===== src/rtl/axi4_burst_master_if.sv =====
// AXI4 channel bundle (AW/W/B/AR/R) between the burst master and a memory-mapped slave.
interface axi4_burst_master_if #(
   parameter int DATA_WIDTH = 32,
   parameter int ADDR_WIDTH = 16
);
   logic [ADDR_WIDTH-1:0] AWADDR;
   logic [7:0]            AWLEN;
   logic [2:0]            AWSIZE;
   logic                  AWVALID;
   logic                  AWREADY;

   logic [DATA_WIDTH-1:0] WDATA;
   logic                  WLAST;
   logic                  WVALID;
   logic                  WREADY;

   logic [1:0]            BRESP;
   logic                  BVALID;
   logic                  BREADY;

   logic [ADDR_WIDTH-1:0] ARADDR;
   logic [7:0]            ARLEN;
   logic [2:0]            ARSIZE;
   logic                  ARVALID;
   logic                  ARREADY;

   logic [DATA_WIDTH-1:0] RDATA;
   logic [1:0]            RRESP;
   logic                  RLAST;
   logic                  RVALID;
   logic                  RREADY;

   modport master (
      output AWADDR, AWLEN, AWSIZE, AWVALID, input AWREADY,
      output WDATA, WLAST, WVALID, input WREADY,
      input BRESP, BVALID, output BREADY,
      output ARADDR, ARLEN, ARSIZE, ARVALID, input ARREADY,
      input RDATA, RRESP, RLAST, RVALID, output RREADY
   );

   modport slave (
      input AWADDR, AWLEN, AWSIZE, AWVALID, output AWREADY,
      input WDATA, WLAST, WVALID, output WREADY,
      output BRESP, BVALID, input BREADY,
      input ARADDR, ARLEN, ARSIZE, ARVALID, output ARREADY,
      output RDATA, RRESP, RLAST, RVALID, input RREADY
   );
endinterface


===== src/rtl/axi4_burst_master.sv =====
// Single-outstanding AXI4 INCR burst initiator: one write or read burst per local command.
// Define BOUNDARY_CHECK_EN to reject bursts that would cross a 4 KB page without touching the bus.
module axi4_burst_master #(
   parameter int DATA_WIDTH = 32,
   parameter int ADDR_WIDTH = 16
) (
   input  logic                  ACLK,
   input  logic                  ARESET,
   input  logic                  cmd_valid,
   output logic                  cmd_ready,
   input  logic                  cmd_write,
   input  logic [ADDR_WIDTH-1:0] cmd_addr,
   input  logic [7:0]            cmd_len,
   input  logic [2:0]            cmd_size,
   input  logic [DATA_WIDTH-1:0] wr_data,
   input  logic                  wr_valid,
   output logic                  wr_ready,
   output logic [DATA_WIDTH-1:0] rd_data,
   output logic                  rd_valid,
   output logic                  rd_last,
   output logic                  done,
   output logic [1:0]            resp,
   axi4_burst_master_if.master   bus
);
   typedef enum logic [2:0] {IDLE, AW, W, B, AR, R} state_t;

   state_t                state;
   logic [ADDR_WIDTH-1:0] addr_q;
   logic [7:0]            len_q;
   logic [2:0]            size_q;
   logic [8:0]            beat_cnt;
   logic                  err;
   logic                  aw_valid_q;
   logic                  ar_valid_q;
   logic                  b_ready_q;
   logic                  r_ready_q;
   logic                  in_w;
   logic                  cross_4k;

`ifdef BOUNDARY_CHECK_EN
   // 17 bits so that len=255 with a large size still compares correctly.
   logic [16:0] span_end;
   assign span_end = {5'b0, cmd_addr[11:0]} + ({8'b0, ({1'b0, cmd_len} + 9'd1)} << cmd_size);
   assign cross_4k = (span_end > 17'd4096);
`else
   assign cross_4k = 1'b0;
`endif

   // W channel is a straight pass-through while a write burst is streaming.
   assign in_w       = (state == W);
   assign bus.WVALID = in_w & wr_valid;
   assign bus.WDATA  = in_w ? wr_data : '0;
   assign bus.WLAST  = in_w & (beat_cnt == {1'b0, len_q});
   assign wr_ready   = in_w & bus.WREADY;

   assign bus.AWADDR  = addr_q;
   assign bus.AWLEN   = len_q;
   assign bus.AWSIZE  = size_q;
   assign bus.AWVALID = aw_valid_q;
   assign bus.BREADY  = b_ready_q;
   assign bus.ARADDR  = addr_q;
   assign bus.ARLEN   = len_q;
   assign bus.ARSIZE  = size_q;
   assign bus.ARVALID = ar_valid_q;
   assign bus.RREADY  = r_ready_q;

   always_ff @(posedge ACLK or posedge ARESET) begin
      if (ARESET) begin
         state      <= IDLE;
         cmd_ready  <= 1'b0;
         addr_q     <= '0;
         len_q      <= '0;
         size_q     <= '0;
         beat_cnt   <= '0;
         err        <= 1'b0;
         aw_valid_q <= 1'b0;
         ar_valid_q <= 1'b0;
         b_ready_q  <= 1'b0;
         r_ready_q  <= 1'b0;
         rd_data    <= '0;
         rd_valid   <= 1'b0;
         rd_last    <= 1'b0;
         done       <= 1'b0;
         resp       <= '0;
      end else begin
         done     <= 1'b0;
         rd_valid <= 1'b0;
         rd_last  <= 1'b0;
         case (state)
            IDLE: begin
               if (cmd_ready && cmd_valid) begin
                  cmd_ready <= 1'b0;
                  addr_q    <= cmd_addr;
                  len_q     <= cmd_len;
                  size_q    <= cmd_size;
                  beat_cnt  <= '0;
                  err       <= 1'b0;
                  if (cross_4k) begin
                     done <= 1'b1;
                     resp <= 2'b10;
                  end else if (cmd_write) begin
                     state      <= AW;
                     aw_valid_q <= 1'b1;
                  end else begin
                     state      <= AR;
                     ar_valid_q <= 1'b1;
                  end
               end else begin
                  // Also gives the one idle cycle between done and the next accept.
                  cmd_ready <= 1'b1;
               end
            end
            AW: begin
               if (bus.AWREADY) begin
                  aw_valid_q <= 1'b0;
                  state      <= W;
               end
            end
            W: begin
               if (bus.WVALID && bus.WREADY) begin
                  beat_cnt <= beat_cnt + 9'd1;
                  if (bus.WLAST) begin
                     state     <= B;
                     b_ready_q <= 1'b1;
                  end
               end
            end
            B: begin
               if (bus.BVALID) begin
                  resp      <= bus.BRESP;
                  done      <= 1'b1;
                  b_ready_q <= 1'b0;
                  state     <= IDLE;
               end
            end
            AR: begin
               if (bus.ARREADY) begin
                  ar_valid_q <= 1'b0;
                  r_ready_q  <= 1'b1;
                  state      <= R;
               end
            end
            R: begin
               if (bus.RVALID) begin
                  rd_data  <= bus.RDATA;
                  rd_valid <= 1'b1;
                  rd_last  <= bus.RLAST;
                  beat_cnt <= beat_cnt + 9'd1;
                  if (bus.RLAST) begin
                     resp      <= (err | bus.RRESP[1] | (beat_cnt != {1'b0, len_q})) ? 2'b10 : 2'b00;
                     done      <= 1'b1;
                     r_ready_q <= 1'b0;
                     state     <= IDLE;
                  end else begin
                     // Reaching or passing the final beat without RLAST is a protocol error.
                     err <= err | bus.RRESP[1] | (beat_cnt >= {1'b0, len_q});
                  end
               end
            end
            default: state <= IDLE;
         endcase
      end
   end
endmodule


===== src/flat_wrapper.sv =====
// flat-port wrapper written by rule: the top's interface ports become plain ports
module axi4_burst_master_flat 
#(
   parameter int DATA_WIDTH = 32,
   parameter int ADDR_WIDTH = 16
)
  (ACLK, ARESET, cmd_valid, cmd_ready, cmd_write, cmd_addr, cmd_len, cmd_size, wr_data, wr_valid, wr_ready, rd_data, rd_valid, rd_last, done, resp, bus_AWADDR, bus_AWLEN, bus_AWSIZE, bus_AWVALID, bus_AWREADY, bus_WDATA, bus_WLAST, bus_WVALID, bus_WREADY, bus_BRESP, bus_BVALID, bus_BREADY, bus_ARADDR, bus_ARLEN, bus_ARSIZE, bus_ARVALID, bus_ARREADY, bus_RDATA, bus_RRESP, bus_RLAST, bus_RVALID, bus_RREADY);
  axi4_burst_master_if #(.DATA_WIDTH(DATA_WIDTH), .ADDR_WIDTH(ADDR_WIDTH)) bus_i ();
  input  logic ACLK;
  input  logic ARESET;
  input  logic cmd_valid;
  output logic cmd_ready;
  input  logic cmd_write;
  input  logic [ADDR_WIDTH-1:0] cmd_addr;
  input  logic [7:0] cmd_len;
  input  logic [2:0] cmd_size;
  input  logic [DATA_WIDTH-1:0] wr_data;
  input  logic wr_valid;
  output logic wr_ready;
  output logic [DATA_WIDTH-1:0] rd_data;
  output logic rd_valid;
  output logic rd_last;
  output logic done;
  output logic [1:0] resp;
  output wire logic [$bits(bus_i.AWADDR)-1:0] bus_AWADDR;
  output wire logic [$bits(bus_i.AWLEN)-1:0] bus_AWLEN;
  output wire logic [$bits(bus_i.AWSIZE)-1:0] bus_AWSIZE;
  output wire logic [$bits(bus_i.AWVALID)-1:0] bus_AWVALID;
  input wire logic [$bits(bus_i.AWREADY)-1:0] bus_AWREADY;
  output wire logic [$bits(bus_i.WDATA)-1:0] bus_WDATA;
  output wire logic [$bits(bus_i.WLAST)-1:0] bus_WLAST;
  output wire logic [$bits(bus_i.WVALID)-1:0] bus_WVALID;
  input wire logic [$bits(bus_i.WREADY)-1:0] bus_WREADY;
  input wire logic [$bits(bus_i.BRESP)-1:0] bus_BRESP;
  input wire logic [$bits(bus_i.BVALID)-1:0] bus_BVALID;
  output wire logic [$bits(bus_i.BREADY)-1:0] bus_BREADY;
  output wire logic [$bits(bus_i.ARADDR)-1:0] bus_ARADDR;
  output wire logic [$bits(bus_i.ARLEN)-1:0] bus_ARLEN;
  output wire logic [$bits(bus_i.ARSIZE)-1:0] bus_ARSIZE;
  output wire logic [$bits(bus_i.ARVALID)-1:0] bus_ARVALID;
  input wire logic [$bits(bus_i.ARREADY)-1:0] bus_ARREADY;
  input wire logic [$bits(bus_i.RDATA)-1:0] bus_RDATA;
  input wire logic [$bits(bus_i.RRESP)-1:0] bus_RRESP;
  input wire logic [$bits(bus_i.RLAST)-1:0] bus_RLAST;
  input wire logic [$bits(bus_i.RVALID)-1:0] bus_RVALID;
  output wire logic [$bits(bus_i.RREADY)-1:0] bus_RREADY;
  assign bus_AWADDR = bus_i.AWADDR;
  assign bus_AWLEN = bus_i.AWLEN;
  assign bus_AWSIZE = bus_i.AWSIZE;
  assign bus_AWVALID = bus_i.AWVALID;
  assign bus_i.AWREADY = bus_AWREADY;
  assign bus_WDATA = bus_i.WDATA;
  assign bus_WLAST = bus_i.WLAST;
  assign bus_WVALID = bus_i.WVALID;
  assign bus_i.WREADY = bus_WREADY;
  assign bus_i.BRESP = bus_BRESP;
  assign bus_i.BVALID = bus_BVALID;
  assign bus_BREADY = bus_i.BREADY;
  assign bus_ARADDR = bus_i.ARADDR;
  assign bus_ARLEN = bus_i.ARLEN;
  assign bus_ARSIZE = bus_i.ARSIZE;
  assign bus_ARVALID = bus_i.ARVALID;
  assign bus_i.ARREADY = bus_ARREADY;
  assign bus_i.RDATA = bus_RDATA;
  assign bus_i.RRESP = bus_RRESP;
  assign bus_i.RLAST = bus_RLAST;
  assign bus_i.RVALID = bus_RVALID;
  assign bus_RREADY = bus_i.RREADY;
  axi4_burst_master #(.DATA_WIDTH(DATA_WIDTH), .ADDR_WIDTH(ADDR_WIDTH)) u_core (.ACLK(ACLK), .ARESET(ARESET), .cmd_valid(cmd_valid), .cmd_ready(cmd_ready), .cmd_write(cmd_write), .cmd_addr(cmd_addr), .cmd_len(cmd_len), .cmd_size(cmd_size), .wr_data(wr_data), .wr_valid(wr_valid), .wr_ready(wr_ready), .rd_data(rd_data), .rd_valid(rd_valid), .rd_last(rd_last), .done(done), .resp(resp), .bus(bus_i));
endmodule

===== config.mk =====
export PLATFORM = sky130hd
export DESIGN_NAME = axi4_burst_master_flat
export DESIGN_NICKNAME = d
export VERILOG_FILES = /design/src/rtl/axi4_burst_master_if.sv /design/src/rtl/axi4_burst_master.sv /design/src/flat_wrapper.sv
export SDC_FILE = /design/constraint.sdc
export NUM_CORES = 1
export LEC_CHECK = 0
export ABC_AREA = 1
export BUFFER_PORTS_ARGS = -buffer_cell sky130_fd_sc_hd__buf_2
export CAP_MARGIN = 20
export CORE_MARGIN = 3
export CORE_UTILIZATION = 40
export DETAILED_ROUTE_END_ITERATION = 10
export GPL_ROUTABILITY_DRIVEN = 0
export PLACE_DENSITY = 0.86
export SYNTH_ARGS = -nofsm -noshare
export SYNTH_HDL_FRONTEND = slang
export SYNTH_SLANG_ARGS = --single-unit

===== constraint.sdc =====
create_clock -name ACLK -period 2.55 [get_ports ACLK]
set_input_delay 0.3825 -clock ACLK [delete_from_list [all_inputs] [get_ports ACLK]]
set_output_delay 0.3825 -clock ACLK [all_outputs]
set_load 0.03 [all_outputs]

## Word level (Yosys, flattened, before mapping)

Cells that the tools add are included.

- Register bits after elaboration: 82
- Bits of input ports: 106
- Output and inout port bits: 131
- Logic and storage cells: 111

- $add $sub $neg: 1
- Magnitude comparators: 1
- Equality and inequality tests: 18
- Multiplexer cells: 49
- Bitwise gates (word level): 6
- Reduce and logical (&&, ||, !) cells: 20

Operator list:

| operator | count |
|---|---|
| $mux 32 | 1 |
| $reduce_and 4->1 | 7 |
| $mux 3 | 9 |
| $mux 9 | 3 |
| $pmux 9 s3 | 1 |
| $mux 1 | 23 |
| $ne 2x2->1 const B | 10 |
| $pmux 3 s6 | 1 |
| $pmux 1 s2 | 6 |
| $reduce_bool 2->1 | 6 |
| $add 9x1->9 const B | 1 |
| $eq 9x8->1 | 1 |
| $ge 9x8->1 | 1 |
| $ne 9x8->1 | 1 |
| $mux 2 | 4 |
| $reduce_and 8->1 | 1 |
| $eq 3x2->1 const B | 2 |
| $eq 3x3->1 const B | 2 |
| $pmux 2 s2 | 1 |
| $reduce_and 2->1 | 2 |
| $and 1x1->1 | 3 |
| $eq 3x1->1 const B | 1 |
| $logic_not 3->1 | 1 |
| $or 1x1->1 | 3 |
| other kinds (3) | 4 |

## Logic depth before layout (Yosys ltp)

- Depth in word-level cells: 6
- Mapped depth: 12
- Depth with buffers taken out: 12

## Worst setup path before layout

Ideal clock, no wire load.

- Kind: register -> output
- Start: register u_core.len_q[6] (netlist: u_core.bus.ARLEN[6])
- End: output bus_WLAST
- Data arrival time: 1632 ps
- Data required time: 2168 ps
- Setup slack: 535 ps
- Cell stages (with the launch flop): 7
- Buffers on the path: 0
- Path through: dfrtp_1 -> inv_1 -> ha_1 -> nand2_1 -> nor2_1 -> nand4_1 -> nor2_1

- Cells in the longest elaborated chain, start to end: 2

RTL lines:

| item | line | text |
|---|---|---|
| start, declared | axi4_burst_master.sv:29 | `logic [7:0] len_q;` |
| start signal, assigned | axi4_burst_master.sv:94 | `len_q <= cmd_len;` |
| $eq 9x8->1 | axi4_burst_master.sv:53 | `assign bus.WLAST = in_w & (beat_cnt == {1'b0, len_q});` |
| $and 1x1->1 | axi4_burst_master.sv:53 |  |
| end, declared | flat_wrapper.sv:31 | `output wire logic [$bits(bus_i.WLAST)-1:0] bus_WLAST;` |

Every way passes these cells.

## Worst setup path in the final report

- Start: register u_core.state[2]
- End: output bus_WLAST

- Cells in the longest elaborated chain, start to end: 2

RTL lines:

| item | line | text |
|---|---|---|
| start, declared | axi4_burst_master.sv:27 | `state_t state;` |
| start signal, assigned | axi4_burst_master.sv:69 | `state <= IDLE;` |
| start signal, assigned | axi4_burst_master.sv:102 | `state <= AW;` |
| start signal, assigned | axi4_burst_master.sv:105 | `state <= AR;` |
| $eq 3x2->1 | axi4_burst_master.sv:50 | `assign in_w = (state == W);` |
| $and 1x1->1 | axi4_burst_master.sv:53 |  |

Every way passes these cells.

==> metrics.cfg <==
[outcome]
status = finished, final reports clean

[placement]
dp_hpwl_microns = 8430
place_inst = 838
io_buffers = 235

[finish]
fin_util_pct = 54.9
final_net_count = 831
layout_commonest_cell = buf_2
antenna_cells = 0
area_growth_pct = 30.2
final_cell_count_no_fill = 854
mostFrequentLayoutCells = buf_2, nand2_1, dfrtp_1
drive_above_1_share_pct = 39.3
nFillCells = 933

[power]
clock_power_share_pct = 13.4
seqPwrFrac_pct = 30.6
swShare_pct = 52.3
vdd_drop_max_mv = 0.711
power_density_nw_per_um2 = 1300
p_switching_mw = 3.75
leakagePower_nw = 3.32
p_int_mw = 3.42
combPwrFrac_pct = 56.0

[setup_path]
path_max_fanout = 40
r2r_setup_slack_ns = 0.54
path_class = reg -> out
r2r-end = u_core.beat_cnt[0]$_DFFE_PP0P_
endpoint_kind = primary output
arrival_ns = 1.87
ff2ff_path_depth = 9
critPathLaunchType = flip-flop
rr_startpoint = u_core.state[2]$_DFFE_PP0P_
worst_ep_required_time_ns = 2.17

[routing]
antenna_left = 0
first_pass_iters = 4
vias = 3854
drc = 0
wl_per_cell_microns = 12.5
drt_iter0_drc = 109
wirelength_microns = 10700
via_per_inst = 4.51

[die]
pin_count = 237
die-area_sq_um = 11800
core_sq_um = 10000
initial_core_util_pct = 42.2
dieWidth_microns = 109
die_h_microns = 109
rows = 36

[clock_network]
path_clk_slew_ns = 0.09
cts_buffer_depth = 2
cts_tree = done
clock-root-buffer = clkbuf_8
postCtsSetupBuffers = 0
clk_latency_ns = 0.35
cts_max_level = 3
cts-hold-fix-buffers = 0
cts.repair.resized = 0
cts_buffers = 9
clock-sinks = 82

[yosys]
synth_cell_types = 32
seq_area_frac_synth_pct = 48.6
async_flop_share_pct = 100
synth-edff-count = 0
synth.avg_cell_area_sq_um = 8.29
yosysWarnings = 0
synth_fp_nets = 624
netlist_area_sq_um = 4220
syn_inst = 509
synthFlopType = dfrtp_1
synth_seq_cells = 82

[timing]
tns_ns = 0
fin_crit_ns = 2.26
rsz0062_at_grt = false
max_slew.worst_pin.slew_ns = 0.668
final_hold_viol_count = 0
maxSlewViolCount = 0
relSlewSlack_pct = 55.4
fmax_mhz = 443
hold_slack_ns = 0.105
finalClockSkew_ns = 0.00680
setup_viol = 0
fin_crit_sh_pct = 88.5

[worst_hold_path]
worst_hold_path_type = in -> async

[global_route]
gr-total-overflow = 0
grt_pass1_wl_microns = 16500
grt_usage_pct = 17.6
grt_start_max_net_pins = 45
grt_pass1_vias = 3556
antenna_found_initial = 0

[run]
drv_cap = 0

power groups by stage:
stage          Clock (mW)  Combinational [mW]  Sequential (mW)
2_1_floorplan           0                2.21             3.19
3_3_place_gp            0                3.99             2.19
3_5_place_dp            0                4.07             2.21
4_1_cts             0.990                4.07             2.20
5_1_grt              1.05                4.35             2.27
6_report            0.958                4.02             2.19
how the worst max path moves through the flow:
stage,from,endpoint,slack (ns)
4_1_cts,u_core.state[2]$_DFFE_PP0P_,bus_WLAST,0.28
2_1_floorplan,ARESET,u_core.beat_cnt[0]$_DFFE_PP0P_,0.06
3_5_place_dp,u_core.state[2]$_DFFE_PP0P_,u_core.beat_cnt[0]$_DFFE_PP0P_,0.58
6_report,u_core.state[2]$_DFFE_PP0P_,bus_WLAST,0.29
3_3_place_gp,u_core.state[2]$_DFFE_PP0P_,u_core.beat_cnt[0]$_DFFE_PP0P_,0.63
5_1_grt,u_core.state[2]$_DFFE_PP0P_,bus_WDATA[10],0.19
Yosys cell counts (4+ instances only):
master / count / area share (%)
nand2_2: 4 / 0.59
ha_1: 9 / 2.7
nand3_1: 11 / 1.3
mux2_2: 8 / 2.1
o21ai_1: 4 / 0.47
mux2_1: 12 / 3.2
buf_4: 27 / 4.8
o21ai_0: 14 / 1.7
buf_6: 4 / 1.1
nor2_4: 4 / 1.1
a21oi_1: 6 / 0.71
nand4_1: 4 / 0.59
nand2_1: 168 / 15
inv_2: 5 / 0.44
dfrtp_1: 82 / 49
inv_1: 63 / 5.6
nor2_1: 54 / 4.8
buf_2: 10 / 1.2
flip-flops by register name, summed over array words and instances (netlist names):
register	cells
u_core.done	1
u_core.bus.ARADDR	16
u_core.cmd_ready	1
u_core.err	1
u_core.rd_last	1
u_core.rd_valid	1
u_core.bus.RREADY	1
u_core.bus.ARVALID	1
u_core.bus.AWVALID	1
u_core.bus.ARSIZE	3
u_core.bus.ARLEN	8
u_core.beat_cnt	9
u_core.state	3
u_core.resp	2
u_core.rd_data	32
u_core.bus.BREADY	1
cell type report:
type	instances	area (sq um)	share of cell area, %
clock buffers	9	124	2.25
clock inverters	7	76.3	1.39
inverters	68	256	4.67
multi-input cells	318	1620	29.4
flip-flops and latches	82	2050	37.3
well taps	133	166	3.03
repair buffers	237	1200	21.9
metal layers:
metal	global-route usage, %	wire length [microns]
met1	21.2	4330
met2	30.9	5350
met3	5.27	914
met4	4.51	99
met5	0	0
critical path, cell delays in order, from the launching register on:
cell and delay (ns):
dfrtp_1 0.48, inv_2 0.20, nand3_4 0.38, nor2_1 0.24, buf_2 0.23
cells by family after synthesis:
family	Yosys count	synth area share, %
adders and majority gates	9	2.67
DFF	82	48.6
and+or+nand+nor	258	26.1
xor gates and xnor gates	2	0.415
muxes	20	5.34
buffers and inverters	109	13.1
AOI/OAI and AO/OA	29	3.80
metrics by stage:
stage          setup WS, ns  total power [mW]  instance area (sq um)
2_1_floorplan        0.0591              5.40                   4220
3_3_place_gp          0.633              6.18                   5290
3_5_place_dp          0.579              6.28                   5290
4_1_cts               0.278              7.25                   5490
5_1_grt               0.194              7.67                   5490
6_report              0.294              7.17                   5490
Note: power is estimated with default switching activity, not from simulation.
